[config.mk]
export PLATFORM = sky130hd
export DESIGN_NAME = seg7_scan_decoder
export DESIGN_NICKNAME = d
export VERILOG_FILES = /design/src/rtl/seg7_scan_decoder.sv
export SDC_FILE = /design/constraint.sdc
export NUM_CORES = 1
export LEC_CHECK = 0
export CORE_MARGIN = 2
export CORE_UTILIZATION = 26
export CTS_BUF_LIST = sky130_fd_sc_hd__clkbuf_16
export CTS_CLUSTER_DIAMETER = 100
export CTS_CLUSTER_SIZE = 12
export DETAILED_ROUTE_END_ITERATION = 10
export SLEW_MARGIN = 10
export SYNTH_ARGS = -nofsm -noshare
export SYNTH_HDL_FRONTEND = slang
export SYNTH_SLANG_ARGS = --single-unit
[constraint.sdc]
create_clock -name clk -period 8.2 [get_ports clk]
set_clock_uncertainty 0.2 [all_clocks]
set_input_delay 0.82 -clock clk [delete_from_list [all_inputs] [get_ports clk]]
set_output_delay 0.82 -clock clk [all_outputs]
set_load 0.03 [all_outputs]
[src/rtl/seg7_scan_decoder.sv]
// seg7_scan_decoder: snoops a multiplexed 7-seg bus, glitch-filters it, decodes codes and reports per-digit changes.
module seg7_scan_decoder #(
  parameter int NDIG       = 4,
  parameter int STABLE_CNT = 3
) (
  input  logic              clk,
  input  logic              rst_n,
  input  logic [6:0]        seg_in,
  input  logic [NDIG-1:0]   dig_sel,
  input  logic              clr_sticky,
  output logic [5*NDIG-1:0] code_out,
  output logic              evt_valid,
  input  logic              evt_ready,
  output logic [2:0]        evt_digit,
  output logic [4:0]        evt_code,
  output logic              bad_pat,
  output logic              ovf
);
  logic [6:0]      seg_i, seg_r, cand_pat, acc_pat;
  logic [NDIG-1:0] dig_i, dig_r;
  logic [2:0]      sidx, cand_idx, acc_idx;
  logic [3:0]      cnt, cnt_nxt;
  logic            svalid, same, acc, acc_r, ev, take;
  logic [4:0]      dcode, cur;
`ifdef SEG7_ACTIVE_LOW_EN
  assign seg_i = ~seg_in;
  assign dig_i = ~dig_sel;
`else
  assign seg_i = seg_in;
  assign dig_i = dig_sel;
`endif
  function automatic logic [4:0] dec(input logic [6:0] p);
    case (p)
      7'h7E: dec = 5'h00;
      7'h30: dec = 5'h01;
      7'h6D: dec = 5'h02;
      7'h79: dec = 5'h03;
      7'h33: dec = 5'h04;
      7'h5B: dec = 5'h05;
      7'h5F: dec = 5'h06;
      7'h72: dec = 5'h07;
      7'h7F: dec = 5'h08;
      7'h7B: dec = 5'h09;
      7'h77: dec = 5'h0A;
      7'h1F: dec = 5'h0B;
      7'h4E: dec = 5'h0C;
      7'h3D: dec = 5'h0D;
      7'h4F: dec = 5'h0E;
      7'h47: dec = 5'h0F;
      7'h00: dec = 5'h10;
      7'h01: dec = 5'h11;
      7'h0E: dec = 5'h12;
      default: dec = 5'h1F;
    endcase
  endfunction
  always_comb begin
    sidx = '0;
    for (int i = 0; i < NDIG; i++)
      if (dig_r[i]) sidx = 3'(i);
  end
  assign svalid  = (dig_r != '0) && ((dig_r & (dig_r - NDIG'(1))) == '0);
  assign same    = (cnt != '0) && (sidx == cand_idx) && (seg_r == cand_pat);
  assign cnt_nxt = same ? ((cnt == 4'(STABLE_CNT)) ? cnt : cnt + 4'd1) : 4'd1;
  // fire only on the transition into STABLE_CNT so a held pattern is accepted once
  assign acc     = svalid && (cnt_nxt == 4'(STABLE_CNT)) && !(same && cnt == 4'(STABLE_CNT));
  assign dcode   = dec(acc_pat);
  assign cur     = code_out[5*int'(acc_idx) +: 5];
  assign ev      = acc_r && (dcode != cur);
  assign take    = evt_valid && evt_ready;
  always_ff @(posedge clk or negedge rst_n) begin
    if (!rst_n) begin
      seg_r     <= '0;
      dig_r     <= '0;
      cand_pat  <= '0;
      cand_idx  <= '0;
      cnt       <= '0;
      acc_r     <= 1'b0;
      acc_pat   <= '0;
      acc_idx   <= '0;
      code_out  <= {NDIG{5'h10}};
      evt_valid <= 1'b0;
      evt_digit <= '0;
      evt_code  <= '0;
      bad_pat   <= 1'b0;
      ovf       <= 1'b0;
    end else begin
      seg_r <= seg_i;
      dig_r <= dig_i;
      cnt   <= svalid ? cnt_nxt : 4'd0;
      if (svalid) begin
        cand_pat <= seg_r;
        cand_idx <= sidx;
      end
      acc_r <= acc;
      if (acc) begin
        acc_pat <= seg_r;
        acc_idx <= sidx;
      end
      if (ev) code_out[5*int'(acc_idx) +: 5] <= dcode;
      if (ev && (!evt_valid || evt_ready)) begin
        evt_valid <= 1'b1;
        evt_digit <= acc_idx;
        evt_code  <= dcode;
      end else if (take) evt_valid <= 1'b0;
      bad_pat <= (acc_r && dcode == 5'h1F) || (bad_pat && !clr_sticky);
      ovf     <= (ev && evt_valid && !evt_ready) || (ovf && !clr_sticky);
    end
  end
endmodule
==> results.json <==
{
  "hold_violations": 0,
  "cts_buffer_depth": 2,
  "worst-endpoint-arrival_ns": 3.20,
  "start_util_pct": 26.7,
  "port_buffers": 44,
  "startpoint_kind_of_the_worst_setup_timing_path": "flop",
  "worst_setup_path_startpoint": "acc_pat[3]",
  "cp.buffers_inverters": 0,
  "worstReg2RegStart": "acc_pat[3]",
  "regToRegEndpoint": "code_out[7]",
  "grt_start_max_net_pins": 65,
  "gpl.final_weighted_congestion": 0.836,
  "sequentialPowerShare_pct": 43.7,
  "first_pass_grt_wire_length_um": 13800,
  "power_report.internal_total_mw": 0.613,
  "ys_seq_area_share_pct": 45.4,
  "postSynthRegisterBits": 64,
  "power_leakage_nw": 1.70,
  "run_status": "completed",
  "dr_vias_cell": 4.90,
  "power.net_switching_mw": 0.165,
  "min_path_type": "reg2reg",
  "timing.final.crit_period_ns": 3.23,
  "rsz_0062_raised_after_global_routing": "no",
  "antenna_cells": 0,
  "yosysUniqueCellTypes": 65,
  "comb_power_share_pct": 6.1,
  "htree_num_levels": 3,
  "worst_ir_drop_vdd_uv": 113,
  "category_of_the_critical_setup_timing_path": "reg2reg",
  "dp_worst_setup_slack_ns": 4.98,
  "cpLargestDelayFamily": "compound AO/OA/AOI/OAI gates",
  "clk_network_pwr_share_pct": 50.2,
  "instance_count_of_the_mapped_netlist": 330,
  "setup-tns-final_ns": 0,
  "die-area_um2": 14500,
  "slowest_stage": "sky130_fd_sc_hd__dfrtp_1",
  "fin_hold_ws_ns": 0.279,
  "asyncSetResetFlopFracSynth_pct": 100,
  "fill_cells": 1334,
  "setup-violations-final": 0,
  "floorplan.rows": 42,
  "hold_crit_start": "code_out[19]",
  "cp_max_fo": 22,
  "holdBufCountCts": 0,
  "synth-edff-count": 0,
  "dominantRegCellSynth": "sky130_fd_sc_hd__dfrtp_1",
  "detailed_place.area_um2": 4120,
  "postRouteAntennaNets": 0,
  "tritoncts": "yes",
  "cts_made_buffers": 9,
  "sw_frac_of_total_pct": 21.2,
  "fin_area_um2": 4420,
  "design.core.area_um2": 13200,
  "ctsRootBufferMaster": "sky130_fd_sc_hd__clkbuf_16",
  "via_count": 2700,
  "post-cts-setup-buffers": 0,
  "worst_slew_pin_slew_ns": 1.11,
  "grt_antenna_before_repair": 0,
  "die_height_um": 121,
  "post_synth_instance_area_um2": 3540,
  "layout-drive-gt1-share_pct": 13.1,
  "areal_power_density_over_the_cells_nw_per_um2": 176,
  "finalWorstSetupSlack_ns": 4.97,
  "min_period_over_period_pct": 39.3,
  "die_width_um": 121,
  "post_cts_resize_count": 0,
  "nets": 392,
  "reg2reg_setup_slack_ns": 4.97,
  "via_count_of_the_first_global_routing_pass": 2736,
  "stdcell_count": 551,
  "fmax_mhz": 310,
  "post-layout-total-power_mw": 0.778,
  "required_ns": 8.17,
  "postSynthNetCount": 351,
  "tritoncts_num_sinks": 64,
  "firstDrtPassIters": 4,
  "clock_latency_at_the_later_pin_of_the_worst_skew_pair_ns": 0.33,
  "layout-area-overhead-vs-synth_pct": 24.9,
  "global_route.usage.total_pct": 11.9,
  "finalMaxSlewViolations": 0,
  "yosys_warnings": 0,
  "finalWirelength_um": 8190,
  "wire_per_inst_um": 14.9,
  "slew-limit-headroom_pct": 25.5,
  "grt_overflow_total": 0,
  "critical-path-top-cell-by-count": "sky130_fd_sc_hd__a2111oi_4",
  "max_cap_violations": 0,
  "worst_setup_path_end_kind": "flop",
  "post-place-cells": 536,
  "pin_count": 46,
  "worstPathCellList": "or3_4 -> a2111oi_4 -> a211oi_2 -> and2_4 -> a2111oi_4 -> and3_4 -> o32ai_1",
  "syn_area_per_cell_um2": 10.7,
  "min_to": "code_out[19]",
  "utilization_pct": 33.4,
  "clkTransAtPathRegs_ns": 0.05,
  "remaining_drc_errors": 0,
  "dp_hpwl_um": 5860,
  "worstRegToRegCells": 7,
  "drt_iter0_markers": 284,
  "critical-path-max-stage-delay_ns": 0.54,
  "hold_depth": 2
}
==> cells in the mapped netlist, drive strengths merged, types with 3 or more instances <==
| cell | number | area share, % |
|---|---|---|
| dfstp | 4 | 3.0 |
| nand3 | 12 | 1.7 |
| o211ai | 3 | 0.78 |
| nor3 | 3 | 0.42 |
| inv | 35 | 3.7 |
| ha | 6 | 2.1 |
| and3 | 3 | 0.67 |
| xnor2 | 5 | 1.2 |
| or2 | 6 | 1.1 |
| mux2i | 5 | 1.4 |
| nand2 | 24 | 2.5 |
| o32ai | 16 | 4.0 |
| nand3b | 3 | 0.64 |
| a21oi | 8 | 1.1 |
| a2111oi | 3 | 1.8 |
| nor2 | 12 | 1.3 |
| o22ai | 9 | 1.6 |
| nand2b | 5 | 0.88 |
| buf | 10 | 1.8 |
| o21ai | 8 | 1.1 |
| mux2 | 22 | 7.6 |
| nor2b | 6 | 1.1 |
| mux4 | 5 | 3.2 |
| xor2 | 8 | 2.0 |
| nor4 | 3 | 0.53 |
| clkbuf | 5 | 0.53 |
| a31oi | 10 | 2.2 |
| dfrtp | 60 | 42 |
==> flip-flops by register name, summed over array words and instances (netlist names), 4 cells and up <==
register,count
code_out,20
acc_pat,7
cand_pat,7
seg_r,7
evt_code,5
cnt,4
dig_r,4
==> worst register-to-register path, delay by kind of cell (launching register included) <==
kind            cells  cell delay [ns]
compound gates      4             1.20
flops               1             0.54
simple gates        3             1.12
==> cells by family after synthesis <==
| kind of cell | count (synthesis) | synth area share [%] |
|---|---|---|
| fa+ha+maj | 6 | 2.12 |
| mux | 32 | 12.2 |
| other cells | 1 | 0.106 |
| flops | 64 | 45.4 |
| xor+xnor | 13 | 3.22 |
| compound gates | 69 | 15.5 |
| buf+inv | 50 | 6.05 |
| simple gates | 95 | 15.3 |
==> metal layers <==
metal | part of all wire [%] | vias to the layer above | track usage, %
met2 | 49 | 75 | 19.0
li1 | - | 1278 | -
met3 | 3.8 | 8 | 2.97
met5 | 0 | - | 0
met1 | 45 | 1339 | 15.4
met4 | 1.6 | 0 | 5.01
==> how the worst max path moves through the flow <==
stage | end | depth (start not counted)
2_1_floorplan | evt_code[0] | 7
3_3_place_gp | evt_digit[0] | 7
3_5_place_dp | evt_digit[0] | 7
4_1_cts | evt_digit[0] | 7
5_1_grt | code_out[16] | 7
6_report | code_out[7] | 7
==> power groups by stage <==
stage	Clock [mW]	Combinational, mW	Sequential (mW)
2_1_floorplan	0	0.0311	0.342
4_1_cts	0.397	0.0481	0.340
5_1_grt	0.416	0.0529	0.342
3_5_place_dp	0	0.0479	0.345
3_3_place_gp	0	0.0469	0.345
6_report	0.391	0.0472	0.340
==> cell usage in the layout (no fill, tap or decap), drive strengths merged, types with 9 or more instances in the layout <==
cell type / instances
dfrtp: 60
clkdlybuf4s50: 43
inv: 36
nand2: 24
mux2: 22
o32ai: 16
nor2: 12
nand3: 12
a31oi: 10
o22ai: 9
clkbuf: 9
==> area by class of cell <==
cell class	instances	area [µm²]	area share, %
inverter	35	131	2.97
clock buffer	9	225	5.10
timing repair buffer	45	443	10.0
sequential	64	1610	36.4
tap	176	220	4.98
multi-input combinational	216	1720	38.8
clock inverter	6	76.3	1.73
Power figures use the tool's default switching activity.
